--- src/rtl/clk_edge_counter_pkg.sv ---
// Shared types and constants for the clock edge counter.
package clk_edge_counter_pkg;

  localparam int unsigned MIN_SYNC_STAGES = 2;
  localparam int unsigned WINDOW_W        = 16;

  typedef enum logic [1:0] {
    ST_IDLE  = 2'd0,
    ST_ARM   = 2'd1,
    ST_COUNT = 2'd2,
    ST_DONE  = 2'd3
  } state_t;

endpackage

--- src/rtl/clk_mon_sync.sv ---
// Synchronizer chain plus rising-edge detector for one asynchronous clock input.
module clk_mon_sync
  import clk_edge_counter_pkg::*;
#(
  parameter int unsigned SYNC_STAGES = 2
) (
  input  logic clock,
  input  logic reset,
  input  logic din,
  output logic rise_c
);

  // Never build fewer stages than the metastability floor.
  localparam int unsigned STAGES =
    (SYNC_STAGES < MIN_SYNC_STAGES) ? MIN_SYNC_STAGES : SYNC_STAGES;

  logic [STAGES-1:0] sync_q;
  logic              prev_q;

  always_ff @(posedge clock) begin
    if (reset) begin
      sync_q <= '0;
      prev_q <= 1'b0;
    end else begin
      sync_q <= {sync_q[STAGES-2:0], din};
      prev_q <= sync_q[STAGES-1];
    end
  end

  assign rise_c = sync_q[STAGES-1] & ~prev_q;

endmodule

--- src/rtl/clk_edge_counter.sv ---
// Counts rising edges of a selected monitored clock over a window of core cycles.
// Optional interrupt output enabled by defining CLK_EDGE_COUNTER_IRQ_EN.
module clk_edge_counter
  import clk_edge_counter_pkg::*;
#(
  parameter int unsigned CNT_W       = 16,
  parameter int unsigned SYNC_STAGES = 2
) (
  input  logic                clock,
  input  logic                reset,
  input  logic                mon_user_clk,
  input  logic                mon_core_clk,
  input  logic                sel,
  input  logic                start,
  input  logic                abort,
  input  logic [WINDOW_W-1:0] window,
  output logic                busy,
  output logic                done,
  output logic [CNT_W-1:0]    count,
  output logic                overflow
`ifdef CLK_EDGE_COUNTER_IRQ_EN
  ,
  input  logic                irq_clear,
  output logic                irq
`endif
);

  localparam logic [CNT_W-1:0] CNT_MAX = '1;

  state_t              state;
  state_t              state_nxt;
  logic                sel_q;
  logic [WINDOW_W-1:0] window_q;
  logic [WINDOW_W-1:0] rem_q;
  logic                rise_user;
  logic                rise_core;
  logic                edge_sel;
  logic                accept;
  logic                busy_nxt;
  logic                done_nxt;

  clk_mon_sync #(.SYNC_STAGES(SYNC_STAGES)) u_sync_user (
    .clock  (clock),
    .reset  (reset),
    .din    (mon_user_clk),
    .rise_c (rise_user)
  );

  clk_mon_sync #(.SYNC_STAGES(SYNC_STAGES)) u_sync_core (
    .clock  (clock),
    .reset  (reset),
    .din    (mon_core_clk),
    .rise_c (rise_core)
  );

  assign edge_sel = sel_q ? rise_core : rise_user;
  // abort beats a simultaneous start
  assign accept   = ((state == ST_IDLE) || (state == ST_DONE)) && start && !abort;

  always_ff @(posedge clock) begin
    if (reset) begin
      state <= ST_IDLE;
    end else begin
      state <= state_nxt;
    end
  end

  always_comb begin
    state_nxt = state;
    case (state)
      ST_IDLE, ST_DONE: begin
        if (accept) state_nxt = ST_ARM;
      end
      ST_ARM: begin
        if (abort)                         state_nxt = ST_IDLE;
        else if (window_q == '0)           state_nxt = ST_DONE;
        else                               state_nxt = ST_COUNT;
      end
      ST_COUNT: begin
        if (abort)                         state_nxt = ST_IDLE;
        else if (rem_q <= WINDOW_W'(1))    state_nxt = ST_DONE;
      end
      default: state_nxt = ST_IDLE;
    endcase
  end

  // Status flags are decoded from the next state so the registered outputs track state.
  always_comb begin
    busy_nxt = 1'b0;
    done_nxt = 1'b0;
    case (state_nxt)
      ST_ARM, ST_COUNT: busy_nxt = 1'b1;
      ST_DONE:          done_nxt = 1'b1;
      default:          ;
    endcase
  end

  always_ff @(posedge clock) begin
    if (reset) begin
      busy     <= 1'b0;
      done     <= 1'b0;
      count    <= '0;
      overflow <= 1'b0;
      sel_q    <= 1'b0;
      window_q <= '0;
      rem_q    <= '0;
    end else begin
      busy <= busy_nxt;
      done <= done_nxt;
      if (accept) begin
        sel_q    <= sel;
        window_q <= window;
        count    <= '0;
        overflow <= 1'b0;
      end
      if (state == ST_ARM) begin
        rem_q <= window_q;
      end
      // An aborted cycle contributes no edge.
      if ((state == ST_COUNT) && !abort) begin
        rem_q <= rem_q - WINDOW_W'(1);
        if (edge_sel) begin
          if (count == CNT_MAX) overflow <= 1'b1;
          else                  count    <= count + CNT_W'(1);
        end
      end
    end
  end

`ifdef CLK_EDGE_COUNTER_IRQ_EN
  // A DONE entry outranks a same-cycle clear.
  always_ff @(posedge clock) begin
    if (reset) begin
      irq <= 1'b0;
    end else if ((state_nxt == ST_DONE) && (state != ST_DONE)) begin
      irq <= 1'b1;
    end else if (irq_clear) begin
      irq <= 1'b0;
    end
  end
`endif

endmodule

--- config.mk ---
export PLATFORM = sky130hd
export DESIGN_NAME = clk_edge_counter
export DESIGN_NICKNAME = d
export VERILOG_FILES = /design/src/rtl/clk_edge_counter_pkg.sv /design/src/rtl/clk_mon_sync.sv /design/src/rtl/clk_edge_counter.sv
export SDC_FILE = /design/constraint.sdc
export NUM_CORES = 1
export LEC_CHECK = 0
export BUFFER_PORTS_ARGS = -buffer_cell sky130_fd_sc_hd__buf_2
export CAP_MARGIN = 20
export CORE_UTILIZATION = 51
export CTS_CLUSTER_SIZE = 30
export DETAILED_ROUTE_END_ITERATION = 8
export PLACE_DENSITY = 0.75
export SLEW_MARGIN = 10
export SYNTH_ARGS = -nofsm -noshare
export SYNTH_HDL_FRONTEND = slang
export SYNTH_SLANG_ARGS = --single-unit
--- constraint.sdc ---
create_clock -name clock -period 2.43 [get_ports clock]
set_clock_uncertainty 0.1 [all_clocks]
set_input_delay 0.3645 -clock clock [delete_from_list [all_inputs] [get_ports clock]]
set_output_delay 0.3645 -clock clock [all_outputs]
set_load 0.02 [all_outputs]
==> flow_summary.ini <==
[timing]
slew_headroom_pct = 67.7
layout_min_cycle_time_ns = 2.33
finalHoldViolCount = 0
fmax_mhz = 430
max_slew.worst_pin.slew_ns = 0.485
whs_ns = 0.133
finalSetupViolCount = 0
period_share_pct = 95.8
rsz0062_at_grt = false
tns_ns = 0
drv_slew = 0

[pwr]
p_leak_uw = 0.00133
p_sw_share_pct = 30.1
p_sw_uw = 915
p_per_area_mw_per_mm2 = 892
clockPowerShare_pct = 36.6
p_int_uw = 2130
vdd_ir_drop_max_uv = 522
p_seq_share_pct = 36.9
combPwrFrac_pct = 26.5

[die]
initial_core_util_pct = 54.1
placementRows = 26
dieArea_mm2 = 0.00582
die_w_um = 76.3
io-pin-count = 42
die-height_um = 76.3
core_area_mm2 = 0.00520

[synth]
synth_top_area_cell = dfxtp_1
ys_types = 55
ys_top_cells_by_area = dfxtp_1 43%, nand2_1 7.3%, a21oi_1 5.9%, nor2_1 4.1%, ha_1 2.7%
ys_ff_latch = 60
synth_nets = 376
synth_edf_count = 0
ys_warn_count = 0
syn_area_mm2 = 0.00281
synth_top_area_share_pct = 42.7
yosys_most_used_dff = dfxtp_1
synth_area_per_cell_um2 = 8.11
ys_seq_area_share_pct = 42.7
postSynthCellCount = 347
synth-async-reset-ratio_pct = 0

[clock_tree]
numClockSinks = 60
cts-htree-levels = 3
numCtsBuffers = 9
clk_latency_ns = 0.34
cts_setup_buffers = 0
clockBufferDepth = 2
clk_pin_slew_worst_paths_ns = 0.07
cts_root_buf = clkbuf_8
ctsResizeCount = 0
cts_tree = done
cts-hold-fix-buffers = 0

[global_route]
antenna_found_initial = 0
grt_first_pass_wirelength_um = 11200
grt_max_degree = 20
grt.overflow.total = 0
grt_pass1_vias = 2437
grt_use_total_pct = 24.5

[critical_path]
timing.rr.end = busy$_SDFF_PP0_
crit_path_end = busy$_SDFF_PP0_
rr_worst_depth = 7
startpoint_type = flop
cp.required_ns = 2.56
r2r_setup_slack_ns = 0.10
crit_path_end_kind = flop
cp_max_fo = 3
arrival_ns = 2.46
rr_startpoint = rem_q[9]$_SDFFE_PP0P_
timing_worst_setup_path_type = reg -> reg
startpoint = rem_q[9]$_SDFFE_PP0P_

[routing]
drt_iter0_drc = 187
vias = 2732
wl_per_cell_um = 14.4
drt-total-wl_um = 6760
drt-pass1-iter-count = 7
antenna_left = 0
drc = 0
viasPerCell = 5.80

[cells_and_area]
num-nets-final = 425
diodes = 0
area_growth_pct = 21.2
drive_gt1_share_pct = 20.4
layoutNonFillerInstCount = 471

[place]
port_buffers = 41
place_congestion = 0.877
hpwl_um = 4800
post-place-cells = 455

[outcome]
status = complete, no violations

[flow_run]
maxCapViolations = 0

[min_path]
hp-class = in -> reg
-- cell type report --
| class | instances | area [µm²] |
|---|---|---|
| well taps | 70 | 87.6 |
| multi-input cells | 259 | 1510 |
| flip-flops and latches | 60 | 1200 |
| inverters | 8 | 30.0 |
| clock inverters | 6 | 111 |
| clock buffers | 10 | 138 |
| fillers | 473 | 1800 |
| repair buffers | 58 | 333 |
-- metrics by stage --
stage	utilization [%]	cell area [µm²]	setup slack (ns)	power [µW]
3_3_place_gp	60.6	3150	0.101	1890
5_1_grt	65.5	3410	0.00614	3200
6_report	65.5	3410	0.102	3040
4_1_cts	65.3	3400	0.0579	3030
2_1_floorplan	-	2810	0.0371	1680
3_5_place_dp	60.6	3150	0.0768	1910
-- cell usage after synthesis (2+ instances only) --
cell,instances
nand2b_1,4
and3b_1,2
a31oi_1,3
nand4_1,4
nand2_1,55
nor2b_1,11
o21ai_0,8
buf_2,6
and3_1,2
o31ai_1,2
nor4_1,12
or4_1,6
nor2_1,31
inv_1,8
o211ai_1,3
o31a_1,2
nor3_1,10
nand3_1,8
a21oi_1,33
and4_1,4
clkbuf_1,13
a211oi_1,3
o21ai_1,8
dfxtp_1,60
a22oi_1,4
ha_1,6
xnor2_1,6
or3_1,5
and2_1,2
-- worst max-delay path: stages (launching register included) --
cell	delay, ns
dfxtp_1	0.31
or4_4	0.53
or3_4	0.35
o31a_1	0.24
o32a_1	0.19
a21oi_1	0.14
ha_1	0.24
nor2b_1	0.12
-- logic make-up (layout without fill, tap and decap cells) --
group,after synthesis,count (layout),synth area share [%]
DFF,60,60,42.7
xor gates and xnor gates,7,7,2.18
buffers and inverters,28,82,4.00
muxes,2,2,0.800
and+or+nand+nor,165,165,30.1
AOI/OAI and AO/OA,79,79,17.5
adders and majority gates,6,6,2.67
-- how the worst min path moves through the flow --
stage                                           startpoint                                to  slack [ns]  depth (start not counted)
after floorplan           u_sync_core.sync_q[0]$_SDFF_PP0_  u_sync_core.sync_q[1]$_SDFF_PP0_        0.31                          1
after global placement    u_sync_core.sync_q[0]$_SDFF_PP0_  u_sync_core.sync_q[1]$_SDFF_PP0_        0.32                          1
after detailed placement  u_sync_user.sync_q[0]$_SDFF_PP0_  u_sync_user.sync_q[1]$_SDFF_PP0_        0.33                          1
after CTS                                     mon_user_clk  u_sync_user.sync_q[0]$_SDFF_PP0_        0.12                          2
after global routing                          mon_user_clk  u_sync_user.sync_q[0]$_SDFF_PP0_        0.13                          2
final                                         mon_user_clk  u_sync_user.sync_q[0]$_SDFF_PP0_        0.13                          2
-- power by group through the flow --
stage / clock network [µW] / registers, µW / logic, µW
after floorplan: 0 / 1150 / 534
after global placement: 0 / 1140 / 755
after detailed placement: 0 / 1140 / 772
after CTS: 1130 / 1120 / 782
after global routing: 1170 / 1130 / 902
final: 1110 / 1120 / 805
-- registers in the layout, indices dropped and copies added, names as in the netlist --
signal and flops:
u_sync_user.prev_q 1, sel_q 1, state 2, count 16, busy 1, done 1, u_sync_core.prev_q 1, overflow 1
u_sync_core.sync_q 2, u_sync_user.sync_q 2, window_q 16, rem_q 16
-- placed cells by master (no fill, tap or decap), types with 3 or more instances in the layout --
| cell | count |
|---|---|
| nor2b_1 | 11 |
| dfxtp_1 | 60 |
| buf_2 | 41 |
| nand3_1 | 8 |
| a22oi_1 | 4 |
| xnor2_1 | 6 |
| inv_1 | 8 |
| a21oi_1 | 33 |
| nor4_1 | 12 |
| buf_4 | 17 |
| a211oi_1 | 3 |
| ha_1 | 6 |
| nor2_1 | 31 |
| o211ai_1 | 3 |
| o21ai_1 | 8 |
| o21ai_0 | 8 |
| or4_1 | 5 |
| bufinv_16 | 3 |
| and4_1 | 4 |
| a31oi_1 | 3 |
| nand2b_1 | 4 |
| clkbuf_8 | 10 |
| nor3_1 | 10 |
| or3_1 | 4 |
| nand2_1 | 55 |
| nand4_1 | 4 |
-- metal layers --
layer  up-vias  track usage (%)  wire length, µm
met4         0             7.88               83
met5         -                0                0
met2        85             38.1             3030
li1       1337                -                -
met3        11             7.07              370
met1      1299             32.5             3270
Power figures use the tool's default switching activity.
